===== src/rtl/lcd_ctrl_pkg.sv =====
// lcd_ctrl_pkg: shared state type, HD44780 command constants and init ROM for lcd_ctrl
package lcd_ctrl_pkg;
  typedef enum logic [2:0] {PWR_WAIT, SETUP, EN_HIGH, POST_WAIT, IDLE} state_t;
  localparam logic [7:0] FUNC_SET_8B2L = 8'h38;
  localparam logic [7:0] DISP_ON = 8'h0C;
  localparam logic [7:0] CLEAR = 8'h01;
  localparam logic [7:0] ENTRY_INC = 8'h06;
  localparam int INIT_LEN = 5;
  localparam logic [7:0] INIT_ROM [INIT_LEN] = '{FUNC_SET_8B2L, FUNC_SET_8B2L, DISP_ON, CLEAR, ENTRY_INC};
  // clear (01) and return-home (02/03) need the long settle time
  function automatic logic is_long_cmd(input logic rs, input logic [7:0] data);
    return !rs && data[7:2] == 6'd0 && data != 8'd0;
  endfunction
endpackage


===== src/rtl/lcd_delay_cnt.sv =====
// lcd_delay_cnt: loadable down-counter; done_o pulses for one cycle in the last counted cycle
module lcd_delay_cnt #(
  parameter int W = 22
) (
  input  logic         clk_i,
  input  logic         rst_i,
  input  logic         load_i,
  input  logic [W-1:0] value_i,
  output logic         done_o
);
  logic [W-1:0] cnt;
  always_ff @(posedge clk_i or posedge rst_i)
    if (rst_i) cnt <= '0;
    else if (load_i) cnt <= value_i;
    else if (cnt != '0) cnt <= cnt - W'(1);
  assign done_o = cnt == W'(1);
endmodule


===== src/rtl/lcd_ctrl.sv =====
// lcd_ctrl: HD44780 sequencer; runs power-on init, then issues host writes with timed RS/EN/DATA
module lcd_ctrl
  import lcd_ctrl_pkg::*;
#(
  parameter int unsigned SETUP_CYC = 5,
  parameter int unsigned EN_PULSE_CYC = 25,
  parameter int unsigned CMD_WAIT_CYC = 2500,
  parameter int unsigned CLEAR_WAIT_CYC = 100000,
  parameter int unsigned PWRON_WAIT_CYC = 2000000
) (
  input  logic       clk_i,
  input  logic       rst_i,
  input  logic       req_valid_i,
  output logic       req_ready_o,
  input  logic       req_rs_i,
  input  logic [7:0] req_data_i,
  output logic       busy_o,
  output logic       init_done_o,
  output logic       lcd_on_o,
  output logic       lcd_en_o,
  output logic       lcd_rs_o,
  output logic       lcd_rw_o,
  output logic [7:0] lcd_data_o
);
  localparam int unsigned S = SETUP_CYC == 0 ? 1 : SETUP_CYC;
  localparam int unsigned P = EN_PULSE_CYC == 0 ? 1 : EN_PULSE_CYC;
  localparam int unsigned M = CMD_WAIT_CYC == 0 ? 1 : CMD_WAIT_CYC;
  localparam int unsigned C = CLEAR_WAIT_CYC == 0 ? 1 : CLEAR_WAIT_CYC;
  localparam int unsigned PW = PWRON_WAIT_CYC == 0 ? 1 : PWRON_WAIT_CYC;
  localparam int unsigned M1 = S > P ? S : P;
  localparam int unsigned M2 = M1 > M ? M1 : M;
  localparam int unsigned M3 = M2 > C ? M2 : C;
  localparam int unsigned MX = M3 > PW ? M3 : PW;
  localparam int CW = $clog2(MX) + 1;
  state_t state;
  logic [2:0] idx;
  logic load, done, accept;
  logic [CW-1:0] value;
  assign lcd_rw_o = 1'b0;
  assign req_ready_o = state == IDLE;
  assign busy_o = state != IDLE;
  assign accept = req_valid_i && state == IDLE;
  // every state exit reloads the counter; the very first PWR_WAIT cycle arms the power-on wait
  always_comb begin
    load = accept || done || (state == PWR_WAIT && !lcd_on_o);
    value = state == PWR_WAIT ? (lcd_on_o ? CW'(S) : CW'(PW))
          : state == SETUP ? CW'(P)
          : state == EN_HIGH ? (is_long_cmd(lcd_rs_o, lcd_data_o) ? CW'(C) : CW'(M))
          : CW'(S);
  end
  lcd_delay_cnt #(.W(CW)) u_cnt (
    .clk_i(clk_i),
    .rst_i(rst_i),
    .load_i(load),
    .value_i(value),
    .done_o(done)
  );
  always_ff @(posedge clk_i or posedge rst_i)
    if (rst_i) begin
      state <= PWR_WAIT;
      idx <= '0;
      init_done_o <= 1'b0;
      lcd_on_o <= 1'b0;
      lcd_en_o <= 1'b0;
      lcd_rs_o <= 1'b0;
      lcd_data_o <= 8'h00;
    end else begin
      lcd_on_o <= 1'b1;
      case (state)
        PWR_WAIT: if (done) begin
          state <= SETUP;
          lcd_rs_o <= 1'b0;
          lcd_data_o <= INIT_ROM[0];
        end
        SETUP: if (done) begin
          state <= EN_HIGH;
          lcd_en_o <= 1'b1;
        end
        EN_HIGH: if (done) begin
          state <= POST_WAIT;
          lcd_en_o <= 1'b0;
        end
        POST_WAIT: if (done) begin
          if (!init_done_o && idx != 3'(INIT_LEN - 1)) begin
            idx <= idx + 3'd1;
            lcd_data_o <= INIT_ROM[idx + 3'd1];
            state <= SETUP;
          end else begin
            init_done_o <= 1'b1;
            state <= IDLE;
          end
        end
        IDLE: if (req_valid_i) begin
          state <= SETUP;
          lcd_rs_o <= req_rs_i;
          lcd_data_o <= req_data_i;
        end
        default: state <= PWR_WAIT;
      endcase
    end
endmodule


===== config.mk =====
export PLATFORM = sky130hd
export DESIGN_NAME = lcd_ctrl
export DESIGN_NICKNAME = d
export VERILOG_FILES = /design/src/rtl/lcd_ctrl_pkg.sv /design/src/rtl/lcd_delay_cnt.sv /design/src/rtl/lcd_ctrl.sv
export SDC_FILE = /design/constraint.sdc
export NUM_CORES = 1
export LEC_CHECK = 0
export CAP_MARGIN = 40
export CORE_AREA = 5 5 83 85
export DETAILED_ROUTE_END_ITERATION = 10
export DIE_AREA = 0 0 88 90
export PLACE_DENSITY = 0.69
export SLEW_MARGIN = 40
export SYNTH_ARGS = -nofsm -noshare
export SYNTH_HDL_FRONTEND = slang
export SYNTH_SLANG_ARGS = --single-unit

===== constraint.sdc =====
create_clock -name clk_i -period 2.5 [get_ports clk_i]
set_input_delay 0.625 -clock clk_i [delete_from_list [all_inputs] [get_ports clk_i]]
set_output_delay 0.625 -clock clk_i [all_outputs]
set_load 0.1 [all_outputs]

Word-level counts from Yosys, hierarchy flattened
Memory sizes are Yosys's and may differ from the RTL's. Cells that the tools add are included.

Mux-type cells: 26. Magnitude comparators: 1. Reductions and logical operators: 24. Equal/unequal tests: 13. Add/sub/neg operators: 2. Bitwise gates (word level): 2.

Operators by type and width (number): 17-bit 2-to-1 mux (3); 8-bit 2-to-1 mux (6); 22-bit 2-to-1 mux (2); 21-bit 2-to-1 mux (2); 8-bit one-hot mux with 3 select lines (1); 22-bit by 1-bit equality test with 1-bit output, second input constant (1); 22-bit nonzero test (1); 22-bit by 1-bit subtractor with 22-bit output, second input constant (1); 3-bit 2-to-1 mux (6); 3-bit one-hot mux with 5 select lines (1); 2-bit inequality test, second input constant (6); 3-bit AND reduction (4); 5-bit AND reduction (2); 8-bit nonzero test (1); 3-bit by 2-bit equality test with 1-bit output, second input constant (2); 6-bit logical NOT (1); 3-bit inequality test, second input constant (2); 2-bit nonzero test (3); 1-bit logical AND (5); 4-bit >= comparator, second input constant (1); 3-bit inverter with 4-bit output (1); 1-bit one-hot mux with 2 select lines (2); 3-bit by 1-bit adder with 3-bit output, second input constant (1); 3-bit by 1-bit equality test with 1-bit output, second input constant (1); other kinds (7) (12).

Input bits: 12. Output and inout bits: 15. Memories kept: 1. Word-level logic and storage cells: 77. Memory bits (read-only): 64. Flip-flop bits (word level): 40.

Memories: (no name shown) (depth 8, bits a word 8, read ports 1, clocked after memory_dff 0, wr ports 0, line lcd_ctrl.sv:86) `lcd_data_o <= INIT_ROM[idx + 3'd1];`.

Longest topological paths before layout
Gate-level depths: netlist (run 1).

Depth after elaboration: 8. Depth in mapped cells: 8. Depth with buffers taken out: 7.

Cells and area by module
A second synthesis (run 1) with hierarchy kept.

Cells, all modules: 269. Area total of the unflattened synthesis: 2498.6 µm².

By module, submodules not included: lcd_delay_cnt (cells each 150, instances 1, seq. area each 550.5 µm², area an instance 1382.6 µm²); lcd_ctrl (cells each 119, instances 1, seq. area each 450.4 µm², area an instance 1116.1 µm²).

Worst setup path before layout (run 1)
OpenSTA, ideal clock, no wires.

Path type: register to output. Start point: reg state[2]. End point: out busy_o. Stages on the path, launching flop included: 5. Data arrival time: 3.028 ns. Buffers on the path: 1. Slack: -1.153 ns. Data required time: 1.875 ns. Path through: dfrtp_1 > clkbuf_1 > inv_1 > nor3_2 > inv_1.

Word-level cells in the longest chain between the ends: 1.

RTL lines: start, declared (line lcd_ctrl.sv:35) `state_t state;`; start signal, assigned (line lcd_ctrl.sv:60) `state <= PWR_WAIT;`; start signal, assigned (line lcd_ctrl.sv:71) `state <= SETUP;`; start signal, assigned (line lcd_ctrl.sv:76) `state <= EN_HIGH;`; 3-bit inequality test (line lcd_ctrl.sv:41) `assign busy_o = state != IDLE;`; end, declared (line lcd_ctrl.sv:17) `output logic busy_o,`.

No other way between the ends.

Final worst setup path (run 1)
Start point: reg u_cnt.cnt[11]. End point: reg lcd_data_o[1].

Word-level cells in the longest chain between the ends: 3. Elaborated cells on any way between the ends: 4. Classes of those cells: eq/ne: 3; reduce/logical: 1.

RTL lines: start, declared (line lcd_delay_cnt.sv:11) `logic [W-1:0] cnt;`; start signal, assigned (line lcd_delay_cnt.sv:14) `else if (load_i) cnt <= value_i;`; start signal, assigned (line lcd_delay_cnt.sv:15) `else if (cnt != '0) cnt <= cnt - W'(1);`; 22-bit by 1-bit equality test with 1-bit output (*) (line lcd_delay_cnt.sv:16) `assign done_o = cnt == W'(1);`; 2-bit inequality test (no source line); 5-bit AND reduction (no source line) (*); end signal, assigned (line lcd_ctrl.sv:73) `lcd_data_o <= INIT_ROM[0];`; end signal, assigned (line lcd_ctrl.sv:86); end signal, assigned (line lcd_ctrl.sv:96) `lcd_data_o <= req_data_i;`; end, declared (line lcd_ctrl.sv:23) `output logic [7:0] lcd_data_o`.

Every way passes the cells marked *; elsewhere a longest branch is shown, timed or not. A chain may end at the register's enable or synchronous reset.

==> results of run 1 <==
[metal layers]
| metal | GRT usage, % | vias to the layer above | part of all wire, % |
|---|---|---|---|
| li1 | - | 884 | - |
| met2 | 22.0 | 38 | 49 |
| met4 | 3.07 | 0 | 0.58 |
| met3 | 3.47 | 3 | 3.1 |
| met5 | 0 | - | 0 |
| met1 | 18.1 | 874 | 47 |
[power groups by stage]
stage	Clock (mW)	Sequential (mW)	Combinational [mW]
6_report	0.528	0.796	0.518
5_1_grt	0.577	0.808	0.560
4_1_cts	0.550	0.796	0.521
3_5_place_dp	0	0.808	0.517
3_3_place_gp	0	0.807	0.515
2_1_floorplan	0	0.971	0.233
[cell families (layout without fill, tap and decap cells)]
group           after synthesis  after routing
simple gates                 84             84
compound gates               48             48
flops                        40             40
xor+xnor                     24             24
buf+inv                      22             51
mux                           8              8
fa+ha+maj                     7              7
other cells                   2              2
[worst max-delay path by stage]
stage | endpoint | cells after the start | slack [ps]
floorplan | busy_o | 4 | -460
detailed placement | u_cnt.cnt[8] | 7 | 180
global route | lcd_data_o[1] | 5 | 50
CTS | lcd_data_o[1] | 5 | 240
finish | lcd_data_o[1] | 5 | 220
global placement | lcd_data_o[1] | 5 | 200
[sequential cells by signal (all words and copies together) (netlist names)]
| register | flops |
|---|---|
| lcd_rs_o | 1 |
| u_cnt.cnt | 22 |
| lcd_data_o | 8 |
| idx | 3 |
| lcd_en_o | 1 |
| lcd_on_o | 1 |
| init_done_o | 1 |
| state | 3 |
[area by class of cell]
type | instances | area [um2]
clock buffers | 5 | 68.8
clock inverters | 3 | 42.5
fillers | 581 | 3370
inverters | 13 | 48.8
multi-input cells | 173 | 1230
flip-flops and latches | 40 | 1000
well taps | 77 | 96.3
repair buffers | 30 | 278
[cell usage in the layout (no fill, tap or decap), types with 2 or more instances in the layout]
cell,n
o21ai_0,18
mux2_4,3
and2_1,3
dfrtp_1,40
mux2i_1,4
a32o_1,4
xor2_1,11
buf_4,17
nor4_2,2
inv_1,13
ha_1,7
a31oi_1,2
nand3_1,2
nor4_1,4
o211ai_1,4
clkbuf_8,5
a22o_1,2
xnor2_1,13
nand3b_1,2
nor4_4,2
nor2_1,22
or3_1,2
nand2_1,15
nand2b_1,2
and4b_1,2
buf_12,2
clkdlybuf4s50_1,11
or4_1,2
nor3_1,5
o22ai_1,3
nor2b_1,3
a21oi_1,7
nand4_1,4
conb_1,2
nand4b_1,3
[worst reg2reg max path, delay by kind of cell (launching register included)]
family	cells	cell delay, ps
and+or+nand+nor	3	940
AOI/OAI and AO/OA	1	420
muxes	1	350
DFF	1	460
==> metrics.md, run 1 <==
| Metric | Value |
|---|---|
| Status | `completed` |
| Vias | `1,799` |
| Post-Synth XOR/XNOR Area | `9.04%` |
| Core area | `6130 um2` |
| Final nets | `282` |
| Slowest-stage cell, CP | `dfrtp_1` |
| Drt pass-1 iters | `4` |
| Cell taking the most area after synthesis | `dfrtp_1` |
| Reg-to-reg slack, setup | `220 ps` |
| Via density | `5.28` |
| Post-CTS Setup Bufs | `0` |
| Power Density | `667 nW/um2` |
| Drt wl/cell | `14.7 um` |
| Share of layout cells above drive strength 1 | `15.5%` |
| Sequential Power Share | `43.2%` |
| Area growth syn-to-layout | `18.8%` |
| Period minus WS final | `2280 ps` |
| R2R Path Start | `u_cnt.cnt[11]` |
| Top cells by area, synth | `dfrtp_1 (43%), xnor2_1 (4.9%), xor2_1 (4.1%), o21ai_0 (3.9%), ha_1 (3.8%)` |
| CP Buf/Inv Count | `0` |
| Adder-cell share of the synthesized area | `3.77%` |
| Total global-route track usage | `13.6%` |
| Worst hold path depth | `1` |
| Final WL | `5000 um` |
| Cell Chain, Critical Path | `nor4_2 > and4_1 > nand2_4 > a32o_1 > mux2_4` |
| Placed cells | `333` |
| R2R depth | `5` |
| Fmax achieved | `438 MHz` |
| RSZ-0062 raised after global routing | `false` |
| Sw Share | `35.9%` |
| Largest family of logic cells by synthesized area | `simple AND/OR/NAND/NOR gates` |
| Total gr overflow | `0` |
| # rows | `29` |
| Pleak | `1.21 nW` |
| Synth cell types | `53` |
| Hold_ws | `523 ps` |
| Top-count cell post-synth | `dfrtp_1` |
| Synth top area share | `43.1%` |
| Mapped Nets | `254` |
| Port bufs | `25` |
| Synth Area per Inst | `9.89 um2` |
| Net switching power | `0.660 mW` |
| Post-Syn Area | `2320 um2` |
| GPL Wtd Cong | `0.851` |
| Setup TNS | `0 ps` |
| Hold Buf Count CTS | `0` |
| Clock network power share | `28.7%` |
| Routed Antenna Nets | `0` |
| # H-tree levels | `2` |
| DRC | `0` |
| Total die area | `7920 um2` |
| Clk pin slew, worst setup/hold paths | `80 ps` |
| Post-DP Area | `2650 um2` |
| Yosys warns | `0` |
| Largest net degree at the start of global routing | `41` |
| Endpoints failing setup | `0` |
| Post-synthesis simple-gate area fraction | `22.0%` |
| Final Cell Area | `2760 um2` |
| Worst Hold Path EP | `idx[2]` |
| Resize count post-CTS | `0` |
| Die W | `88 um` |
| Multiplexer share of the synthesized area | `4.14%` |
| Iter 0 DRT Violations | `138` |
| ANT cells | `0` |
| Ys flop type | `dfrtp_1` |
| Power Total | `1.84 mW` |
| Max FO, Critical Path | `8` |
| Reg-to-reg endpoint | `lcd_data_o[1]` |
| Worst Path Class, Setup | `flop to flop` |
| Critical path origin | `u_cnt.cnt[11]` |
| Hpwl dp | `3690 um` |
| Synth Instances | `235` |
| Setup WS post-layout | `218 ps` |
| Post-layout util | `45.0%` |
| Synth Area in Compound Gates | `13.2%` |
| Share of synthesized flip-flops with an asynchronous set or reset | `100%` |
| First-pass GRT wire length | `8630 um` |
| TritonCTS Buffers | `5` |
| Max_cap viols | `0` |
| Max incr delay on CP | `460 ps` |
| Fin cells | `341` |
| CTS tree | `done` |
| Peak supply drop | `0.000463 V` |
| CP Data Required Time | `2680 ps` |
| # IOs | `27` |
| Gate power share | `28.1%` |
| Worst EP arrival | `2460 ps` |
| # clock sinks | `40` |
| Antenna violations before repair | `0` |
| Starting density of the core | `37.9%` |
| Period utilization | `91.3%` |
| Family with the most delay on the worst path | `simple AND/OR/NAND/NOR gates` |
| Max_slew headroom | `52.9%` |
| Commonest cells in the netlist | `dfrtp_1 (40), nor2_1 (22), o21ai_0 (18)` |
| Worst slew pin tran | `700 ps` |
| Clk root buf | `clkbuf_8` |
| Post-synth EDFFs | `0` |
| #FFs+latches synth | `40` |
| Slew Limit Fails | `0` |
| Vias in the first global route | `1,800` |
| Pint | `1.18 mW` |
| HP Class | `flop to flop` |
| Final hold violations | `0` |
| Final Skew | `10.3 ps` |
| CP endpoint kind | `flop` |
| Bufs on Longest Clock Path | `2` |
| HP Start | `idx[2]` |
| Pre-CTS WS | `185 ps` |
| Seq/Total Area, Yosys | `43.1%` |
| Die Ht | `90 um` |
| Worst-Skew Late Latency | `300 ps` |
| Startpoint types | `flop` |
Power figures use the tool's default switching activity.
==> run 2, diff against run 1 <==
SLEW_MARGIN = default   (was 40)
==> results of run 2 <==
Same layout as run 1: the final DEF is identical, and so are final timing and power.
